<file path="config.mk">
export PLATFORM = sky130hd
export DESIGN_NAME = pin_level_driver
export DESIGN_NICKNAME = d
export VERILOG_FILES = /design/src/rtl/pin_level_driver.sv
export SDC_FILE = /design/constraint.sdc
export NUM_CORES = 1
export LEC_CHECK = 0
export CAP_MARGIN = 20
export CORE_ASPECT_RATIO = 1.75
export CORE_UTILIZATION = 45
export CTS_CLUSTER_DIAMETER = 50
export DETAILED_ROUTE_END_ITERATION = 10
export PLACE_DENSITY = 0.68
export SYNTH_ARGS = -nofsm -noshare
export SYNTH_HDL_FRONTEND = slang
export SYNTH_SLANG_ARGS = --single-unit
</file>
<file path="constraint.sdc">
create_clock -name Sys_clk -period 4.7 [get_ports Sys_clk]
set_input_delay 0.94 -clock Sys_clk [delete_from_list [all_inputs] [get_ports Sys_clk]]
set_output_delay 0.94 -clock Sys_clk [all_outputs]
set_load 0.02 [all_outputs]
</file>
<file path="src/rtl/pin_level_driver.sv">
// pin_level_driver: drives a glitch-free output pin from level-change
// requests. Every pin change is followed by a hold window of HOLD_CYCLES
// cycles during which no new request is accepted. A far-end debouncer
// therefore always sees a stable level. Each change emits a one-cycle
// H2L/L2H pulse that is coincident with the new pin level.
module pin_level_driver #(
  parameter logic IDLE_LEVEL  = 1'b1,
  parameter int   HOLD_CYCLES = 240000,
  parameter int   CNT_W       = 18
) (
  input  logic Sys_clk,
  input  logic Sys_reset,
  input  logic Req_valid,
  input  logic Req_level,
  output logic Req_ready,
  output logic Pin_out,
  output logic Busy,
  output logic H2L_Sig,
  output logic L2H_Sig
);

  typedef enum logic {
    IDLE = 1'b0,
    HOLD = 1'b1
  } state_t;

  // Terminal count of the hold window. The window lasts exactly HOLD_CYCLES cycles.
  localparam logic [CNT_W-1:0] HOLD_LAST = CNT_W'(HOLD_CYCLES - 1);

  state_t           state_q;
  logic [CNT_W-1:0] cnt_q;
  logic             pin_q;
  logic             ready_q;
  logic             busy_q;
  logic             h2l_q;
  logic             l2h_q;

  // A request only moves the pin when it asks for a different level.
  // A same-level request is simply consumed.
  logic req_change;
  assign req_change = Req_valid && (Req_level != pin_q);

  // Handshake, hold-window timing and edge pulses, all from registers.
  // NOTE: sequential state uses non-blocking assignments only, so every
  // right-hand side reads the value from before the edge.
  always_ff @(posedge Sys_clk or negedge Sys_reset) begin
    if (!Sys_reset) begin
      // NOTE: the reset forces the pin straight back to IDLE_LEVEL, even in
      // the middle of a hold window. The pulses are cleared, so this forced
      // change is never reported as an edge.
      state_q <= IDLE;
      cnt_q   <= '0;
      pin_q   <= IDLE_LEVEL;
      ready_q <= 1'b1;
      busy_q  <= 1'b0;
      h2l_q   <= 1'b0;
      l2h_q   <= 1'b0;
    end else begin
      h2l_q <= 1'b0;
      l2h_q <= 1'b0;
      case (state_q)
        IDLE: begin
          if (req_change) begin
            pin_q   <= Req_level;
            h2l_q   <= ~Req_level;
            l2h_q   <= Req_level;
            state_q <= HOLD;
            cnt_q   <= '0;
            ready_q <= 1'b0;
            busy_q  <= 1'b1;
          end
        end
        HOLD: begin
          // Requests stay pending here. They are picked up in the first IDLE cycle.
          if (cnt_q == HOLD_LAST) begin
            state_q <= IDLE;
            cnt_q   <= '0;
            ready_q <= 1'b1;
            busy_q  <= 1'b0;
          end else begin
            cnt_q <= cnt_q + CNT_W'(1);
          end
        end
      endcase
    end
  end

  assign Req_ready = ready_q;
  assign Pin_out   = pin_q;
  assign Busy      = busy_q;
  assign H2L_Sig   = h2l_q;
  assign L2H_Sig   = l2h_q;

endmodule

</file>
==> impl_metrics.ini, run 1 <==
[status]
status = complete, no violations

[cts]
post_cts_buffers = 0
cts_root_buf = clkbuf_8
cts_tree = built
h-tree-depth = 1
cts-resized-gates = 0
postCtsHoldBufs = 0
path_clk_slew_ps = 80
cts_buffer_depth = 2
cts_made_buffers = 3
clk-insertion-delay-late_ps = 270
cts_sinks = 24

[global_routing]
grt_max_degree = 25
gr-total-overflow = 0
antenna_found_initial = 0
grt_use_total_pct = 20.4
grt_pass1_wl_um = 4730
grt_pass1_vias = 1041

[pwr]
leakagePower_uw = 0.000557
ir_worst_vdd_mv = 0.257
p_sw_share_pct = 21.5
seq_power_share_pct = 60.1
p_int_uw = 273
power_density_nw_per_um2 = 243
clockPowerShare_pct = 35.2
switchingPower_uw = 74.6
p_comb_share_pct = 4.7
finalPower_uw = 348

[worst_setup_path]
worst_setup_path_end_kind = output port
critical_path_class = reg -> out
required_ps = 3760
r2r-start = cnt_q[7]
path_cells = clkdlybuf4s50_1
reg2reg_slack_ps = 2820
reg2regPathDepth = 4
path_depth = 1
cp_max_fo = 3
critPathLaunchType = register
slowest_delay_ps = 600
path_delay_family = buffers and inverters
r2r_end = cnt_q[10]
arrival_ps = 1430
slowest_stage = clkdlybuf4s50_1
path_buf_inv = 1

[logic_synthesis]
yosys-top-cells-count = dfrtp_1 (22), nand2_1 (13), o21ai_1 (11)
syn-cell-area_um2 = 1290
synth-seq-cells = 24
yosys-top-cells-area = dfrtp_1 (43%), o21ai_1 (4.3%), dfstp_2 (4.1%), nand2_1 (3.8%), and3_1 (2.9%)
syn-instance-count = 138
synth_top_area_cell = dfrtp_1
yosysMostFrequentCell = dfrtp_1
async_flop_share_pct = 100
ys_warn_count = 0
syn_nets = 143
synth_edf_count = 0
synth-main-ff-cell = dfrtp_1
avgSynthCellArea_um2 = 9.38
seq_area_frac_synth_pct = 46.6
synth_top_cell_area_share_pct = 42.5
synth_cell_types = 41

[timing]
setup_viol = 0
fin_ws_ps = 2330
final_hold_viol_count = 0
slew_headroom_pct = 46.2
timing.fmax_mhz = 422
final_max_slew_viol_count = 0
min_period_ps = 2370
worst_slew_pin_slew_ps = 807
skew_ps = 1.92
rsz0062_at_grt = false
final.period_utilization_pct = 50.4
tns_ps = 0

[cells_and_area]
fillCellCount = 254
final_layout_size_suffix_gt1_share_pct = 9.79
fin_nets = 150
area_growth_pct = 10.6
diodes = 0
regArea_um2 = 603
multi_input_area_um2 = 628
utilization_pct = 52.6

[detailed_routing]
drt_iter0_drc = 72
drt_wl_total_um = 2820
drt.antenna.violating_nets = 0
wl_per_cell_um = 16.6
dr.pass1.iters = 4
vias = 1058
drc = 0
avgViaCountPerCell = 6.22

[min_path]
hp-start = cnt_q[0]
min_to = cnt_q[0]
hold_path_depth = 1
hold_class = reg -> reg

[place]
place.gp.congestion = 0.889
numPortBuffers = 8
dp_hpwl_um = 1980
place_ws_ps = 2070

[floorplan]
dieArea_um2 = 3100
die-height_um = 73.0
num_rows = 25
core_area_um2 = 2720
start_util_pct = 47.6
io_pins = 9
chipWidth_um = 42.6

[job]
maxCapViolCount = 0
## stage by stage
step	instance area, um2	hold slack, ps	cells
floorplan	1290	486	138
global placement	1360	509	166
detailed placement	1360	514	166
CTS	1410	529	169
global route	1430	538	170
finish	1430	525	170
## area by class of cell
type                    count  share of cell area, %
clock buffers               3                   2.88
flip-flops and latches     24                   42.1
multi-input cells         102                   43.8
repair buffers              9                   7.51
well taps                  27                   2.36
inverters                   5                   1.31
## state kept, by name, indices dropped and copies added, names as in the netlist
signal and flops:
state_q 1, Req_ready 1, Pin_out 1, Busy 1, H2L_Sig 1, cnt_q 18, L2H_Sig 1
## per-layer routing
layer  wire length [um]  vias up  global-route usage (%)
li1                   -      520                       -
met1               1150      504                    23.6
met2               1490       28                    35.7
met3                114        6                    2.97
met4                 65        0                    10.8
met5                  0        -                       0
## worst max-delay path by stage
stage / startpoint / to
3_3_place_gp: Req_level / cnt_q[3]
6_report: Pin_out / Pin_out
4_1_cts: Pin_out / Pin_out
5_1_grt: Req_level / cnt_q[7]
3_5_place_dp: Req_level / cnt_q[3]
2_1_floorplan: Req_level / cnt_q[11]
## placed cells by master, fill, tap and decap left out, types with 2 or more instances in the layout
cell type        netlist  layout
o21ai_1               11      11
nor3_1                 3       3
nand3_1                6       6
o21ai_0                6       6
clkbuf_8               0       3
a22o_1                 2       2
dfrtp_1               22      22
nor2_1                10      10
nand4_1                6       6
o22ai_1                2       2
and3_1                 6       6
dfstp_2                2       2
and2_1                 3       3
a31oi_1                2       2
nand2b_1               2       2
inv_1                  4       4
a211oi_1               3       3
a21oi_1                7       7
a221o_1                2       2
clkdlybuf4s50_1        0       8
nand2_1               13      13
## cell families (layout without fill, tap and decap cells)
kind of cell    count (synthesis)  count (layout)  synth area share [%]
mux                             1               1                 0.870
simple gates                   58              58                  25.6
buf+inv                        12              17                  4.93
fa+ha+maj                       1               1                 0.966
xor+xnor                        1               1                 0.676
compound gates                 41              41                  20.4
flops                          24              24                  46.6
## power groups by stage
stage	clock network (uW)	registers, uW	logic [uW]
after floorplan	0	215	2.30
after global placement	0	213	13.5
after detailed placement	0	213	14.0
after CTS	124	209	14.0
after global routing	133	209	17.9
final	123	209	16.3
## worst reg2reg max path: cells and delay by family, from the launching register on
family / cells / cell delay [ps]
and+or+nand+nor: 2 / 730
AOI/OAI and AO/OA: 2 / 560
DFF: 1 / 480
(Power assumes the default switching activity.)
==> inputs of run 2 (changes only) <==
- clock period: 4.7 -> 2.2 ns (I/O delays scaled with it)
==> run 2 against run 1 <==
  * Core utilization hardly changed
  * Cell count up 1.2%
  * Flip-flop and latch count stayed put
  * Via count shrank 1.0%
  * Hold slack improved by 0.54 ps
  * First-iteration DRC count fell by 53%
  * Count of clock-buffer cells in the layout up 1
  * Sequential share of layout area hardly changed
  * Power increased by 120%
  * Critical path depth rose by 4
  * Wire length shrank 5.2%
==> impl_metrics.ini, run 2 (same netlist as run 1, synthesis figures left out) <==
[pwr]
switchingPower_uw = 162
p_int_uw = 617
ir_worst_vdd_mv = 0.489
p_sw_share_pct = 20.8
seq_power_share_pct = 57.3
leakagePower_uw = 0.000562
clockPowerShare_pct = 38.8
power_density_nw_per_um2 = 543
p_comb_share_pct = 3.9

[detailed_routing]
drt_wl_total_um = 2670
avgViaCountPerCell = 6.09
wl_per_cell_um = 15.5
drt.antenna.violating_nets = 0
drt_iter0_drc = 34
vias = 1047
drc = 0
dr.pass1.iters = 4

[cells_and_area]
final_layout_size_suffix_gt1_share_pct = 11.0
diodes = 0
fillCellCount = 251
area_growth_pct = 10.7
largest_reg_flops = 18
regArea_um2 = 603
layout_common_cells = dfrtp_1 (22), nand2_1 (13), o21ai_1 (11)
final_common_cell = dfrtp_1
largest-register = cnt_q
fin_nets = 151
multi_input_area_um2 = 628
final_cells = 172

[place]
place.gp.congestion = 0.909
dp_hpwl_um = 1950
numPortBuffers = 8
dp_cells = 168

[cts]
cts_root_buf = clkbuf_8
clk-insertion-delay-late_ps = 270
cts_made_buffers = 3
post_cts_buffers = 0
cts_sinks = 24
path_clk_slew_ps = 90
postCtsHoldBufs = 0
cts-resized-gates = 0
h-tree-depth = 1
cts_buffer_depth = 2
cts_tree = built

[timing]
setup_viol = 0
min_period_ps = 1910
final_hold_viol_count = 0
rsz0062_at_grt = false
timing.fmax_mhz = 525
slew_headroom_pct = 62.9
final_max_slew_viol_count = 0
skew_ps = 3.29
worst_slew_pin_slew_ps = 556
tns_ps = 0
final.period_utilization_pct = 86.6
hold_slack_ps = 525

[floorplan]
dieArea_um2 = 3100
io_pins = 9
die-height_um = 73.0
start_util_pct = 47.6
chipWidth_um = 42.6
num_rows = 25
core_area_um2 = 2720

[global_routing]
grt_use_total_pct = 19.8
gr-max-usage-layer = met2
grt_pass1_vias = 1027
grt_util_met3_pct = 2.97
antenna_found_initial = 0
grt_max_degree = 25
gr-total-overflow = 0
gr-usage-met2_pct = 35.7
grt_use_met1_pct = 21.9
grt_pass1_wl_um = 4620

[worst_setup_path]
path_cells = ha_1 > nand3_1 > nor3_4 > a21oi_4 > a221o_1
cp_max_fo = 13
slowest_delay_ps = 410
worst_setup_path_end_kind = register
path_buf_inv = 0
critPathLaunchType = register
slowest_stage = dfrtp_1
arrival_ps = 2060
critical_path_class = reg -> reg
path_delay_family = simple AND/OR/NAND/NOR gates
required_ps = 2350

[job]
maxCapViolCount = 0

[status]
status = complete, no violations

[min_path]
hold_class = in -> async
==> run 2: cell types whose count changed in the layout (fill, tap and decap cells not counted), sizes merged <==
cell,previous run,this run
clkbuf,3,4
buf,1,2
==> run 2: stage by stage <==
stage          setup WS, ps  utilization (%)  total power, uW  cell area (um2)
3_5_place_dp            187             50.7              486             1380
6_report                295             52.7              779             1430
5_1_grt                 211             52.7              805             1430
3_3_place_gp            227             50.7              485             1380
4_1_cts                 312             52.7              787             1430
2_1_floorplan           591                -              463             1290
==> run 2: path summary, 6_finish.rpt <==
kind	start	to	slack, ps	cells after the start
setup / recovery	cnt_q[0]	cnt_q[10]	290	5
hold / removal	Sys_reset	cnt_q[5]	530	2
setup reg to reg	cnt_q[0]	cnt_q[10]	290	5
hold reg to reg	cnt_q[0]	cnt_q[0]	530	1
max in group asynchronous	Sys_reset	Req_ready	1380	2
min in group Sys_clk	cnt_q[0]	cnt_q[0]	530	1
==> run 2: worst register-to-register path: cells and delay by family (launching register included) <==
family	cells	cell delay [ps]
compound gates	2	580
fa+ha+maj	1	230
flops	1	410
simple gates	2	580
==> run 2: area by class of cell <==
class                   count  area share [%]
multi-input cells         102            43.8
flip-flops and latches     24            42.1
repair buffers             10            6.63
clock buffers               4            3.84
well taps                  27            2.36
inverters                   5            1.31
==> run 2: power by group through the flow <==
stage               sequential, uW  combinational, uW  clock (uW)
floorplan                      458               4.91           0
global placement               455               29.9           0
detailed placement             455               30.8           0
finish                         446               30.0         302
global route                   447               34.0         324
CTS                            446               31.0         310
==> run 2: routing by layer <==
layer | share of wire [%] | up-vias
li1 | - | 524
met1 | 42 | 494
met2 | 53 | 20
met3 | 2.8 | 9
met4 | 2.7 | 0
met5 | 0 | -
==> inputs of run 3 (changes only) <==
- MAX_ROUTING_LAYER: default -> met4
- RECOVER_POWER: default -> 100
- SETUP_SLACK_MARGIN: default -> 0.5
==> run 3 against run 2 <==
  * Hold slack got worse by 83 ps
  * Combinational power decreased by 9.3%
  * Count of clock-buffer cells in the layout unchanged
  * Worst setup slack improved by 67 ps
  * Highest routed layer unchanged
  * Global-route usage increased by 1.7 points
  * Largest cell class unchanged
  * Largest power group unchanged
  * Critical path type unchanged
  * Clock power about the same
==> impl_metrics.ini, run 3 (same netlist as run 1, synthesis figures left out) <==
[pwr]
power_density_nw_per_um2 = 508
leakagePower_uw = 0.000624
ir_worst_vdd_mv = 0.510
finalPower_uw = 775

[worst_setup_path]
slowest_stage = dfrtp_1
slowest_delay_ps = 480
worst_setup_path_end_kind = register
r2r_end = state_q
startpoint = cnt_q[7]
reg2regPathDepth = 5
arrival_ps = 1980
path_cells = nor4b_2 > and3_1 > and2_0 > nand2b_1 > o21ai_1
reg2reg_slack_ps = 360
endpoint = state_q
r2r-start = cnt_q[7]
critPathLaunchType = register
required_ps = 2340
cp_max_fo = 9
critical_path_class = reg -> reg

[cells_and_area]
utilization_pct = 56.0
final_common_cell = dfrtp_1
fin_nets = 162
layout_common_cells = dfrtp_1 (21), nand2_1 (13), buf_4 (12)
final_layout_size_suffix_gt1_share_pct = 19.2
largest-register = cnt_q
largest_reg_flops = 18
diodes = 0
area_growth_pct = 17.8

[timing]
final.period_utilization_pct = 83.5
final_max_slew_viol_count = 0
rsz0062_at_grt = true
final_hold_viol_count = 0
worst_slew_pin_slew_ps = 409
min_period_ps = 1840
tns_ps = 0
setup_viol = 0
slew_headroom_pct = 72.5
timing.fmax_mhz = 544
skew_ps = 1.99

[detailed_routing]
drc = 0
drt_wl_total_um = 2980
vias = 1115
avgViaCountPerCell = 6.09
dr.pass1.iters = 4
drt.antenna.violating_nets = 0
wl_per_cell_um = 16.3
drt_iter0_drc = 29

[cts]
h-tree-depth = 1
cts_buffer_depth = 2
cts_made_buffers = 3
cts_root_buf = clkbuf_8
clk-insertion-delay-late_ps = 270
cts_tree = built
path_clk_slew_ps = 80
cts_sinks = 24

[place]
dp_hpwl_um = 1950
place.gp.congestion = 0.925
numPortBuffers = 8

[global_routing]
grt_pass1_vias = 1082
gr-total-overflow = 0
grt_max_degree = 25
grt_pass1_wl_um = 4870
grt_use_total_pct = 21.5
antenna_found_initial = 0

[floorplan]
chipWidth_um = 42.6
die-height_um = 73.0
core_area_um2 = 2720
num_rows = 25
dieArea_um2 = 3100
io_pins = 9
start_util_pct = 47.6

[job]
maxCapViolCount = 0

[min_path]
hold_class = in -> reg

[status]
status = complete, no violations
run 3: cell count changes in the layout (fill, tap and decap cells not counted), sizes merged, moves of 2 or more:
cell | before | now
clkbuf | 4 | 7
buf | 2 | 12
dlygate4sd2 | 0 | 2
clkdlybuf4s50 | 8 | 1
run 3: per-stage QoR:
step	cell area (um2)	setup slack, ps	hold slack, ps	std cells
2_1_floorplan	1290	591	144	138
3_3_place_gp	1380	227	518	168
3_5_place_dp	1380	187	514	168
4_1_cts	1520	501	529	181
5_1_grt	1530	246	456	183
6_report	1530	362	442	183
run 3: how the worst min path moves through the flow:
stage,depth (start not counted),slack [ps],end,from
6_report,2,440,H2L_Sig,Req_level
5_1_grt,2,460,H2L_Sig,Req_level
4_1_cts,2,530,Req_ready,Req_ready
3_5_place_dp,1,510,cnt_q[0],cnt_q[0]
3_3_place_gp,2,520,Req_ready,Req_ready
2_1_floorplan,0,140,Busy,Sys_reset
run 3: layer usage:
layer  track usage (%)  vias up  part of all wire [%]
met5                 -        -                     0
met4              12.2        0                   3.4
met3              2.97       10                   3.1
met2              37.3       30                    54
met1              23.0      527                    40
li1                  -      548                     -
run 3: cell type report:
| class | count | area (um2) |
|---|---|---|
| fillers | 239 | 1200 |
| well taps | 27 | 33.8 |
| clock buffers | 4 | 55.1 |
| flip-flops and latches | 24 | 604 |
| multi-input cells | 103 | 662 |
| repair buffers | 20 | 151 |
| inverters | 5 | 18.8 |
run 3: report_power, final:
group	total [uW]	internal, uW	switching [uW]
Combinational	27.2	9.48	17.7
Clock	302	160	142
Sequential	446	444	1.61
Total	775	614	161
run 3: critical path: cells and delay by family (launching register included):
family	cells	cell delay, ps
and+or+nand+nor	4	1130
AOI/OAI and AO/OA	1	100
DFF	1	480
run 3: repair_timing:
action | in CTS | in global routing
setup endpoints to repair | 15 | 18
endpoints found under the hold margin | 0 | 0
pin swaps | 3 | 1
buffers inserted | 8 | 2
resized for setup | 7 | 11
hold buffers | 0 | 0
gates cloned | 1 | 0
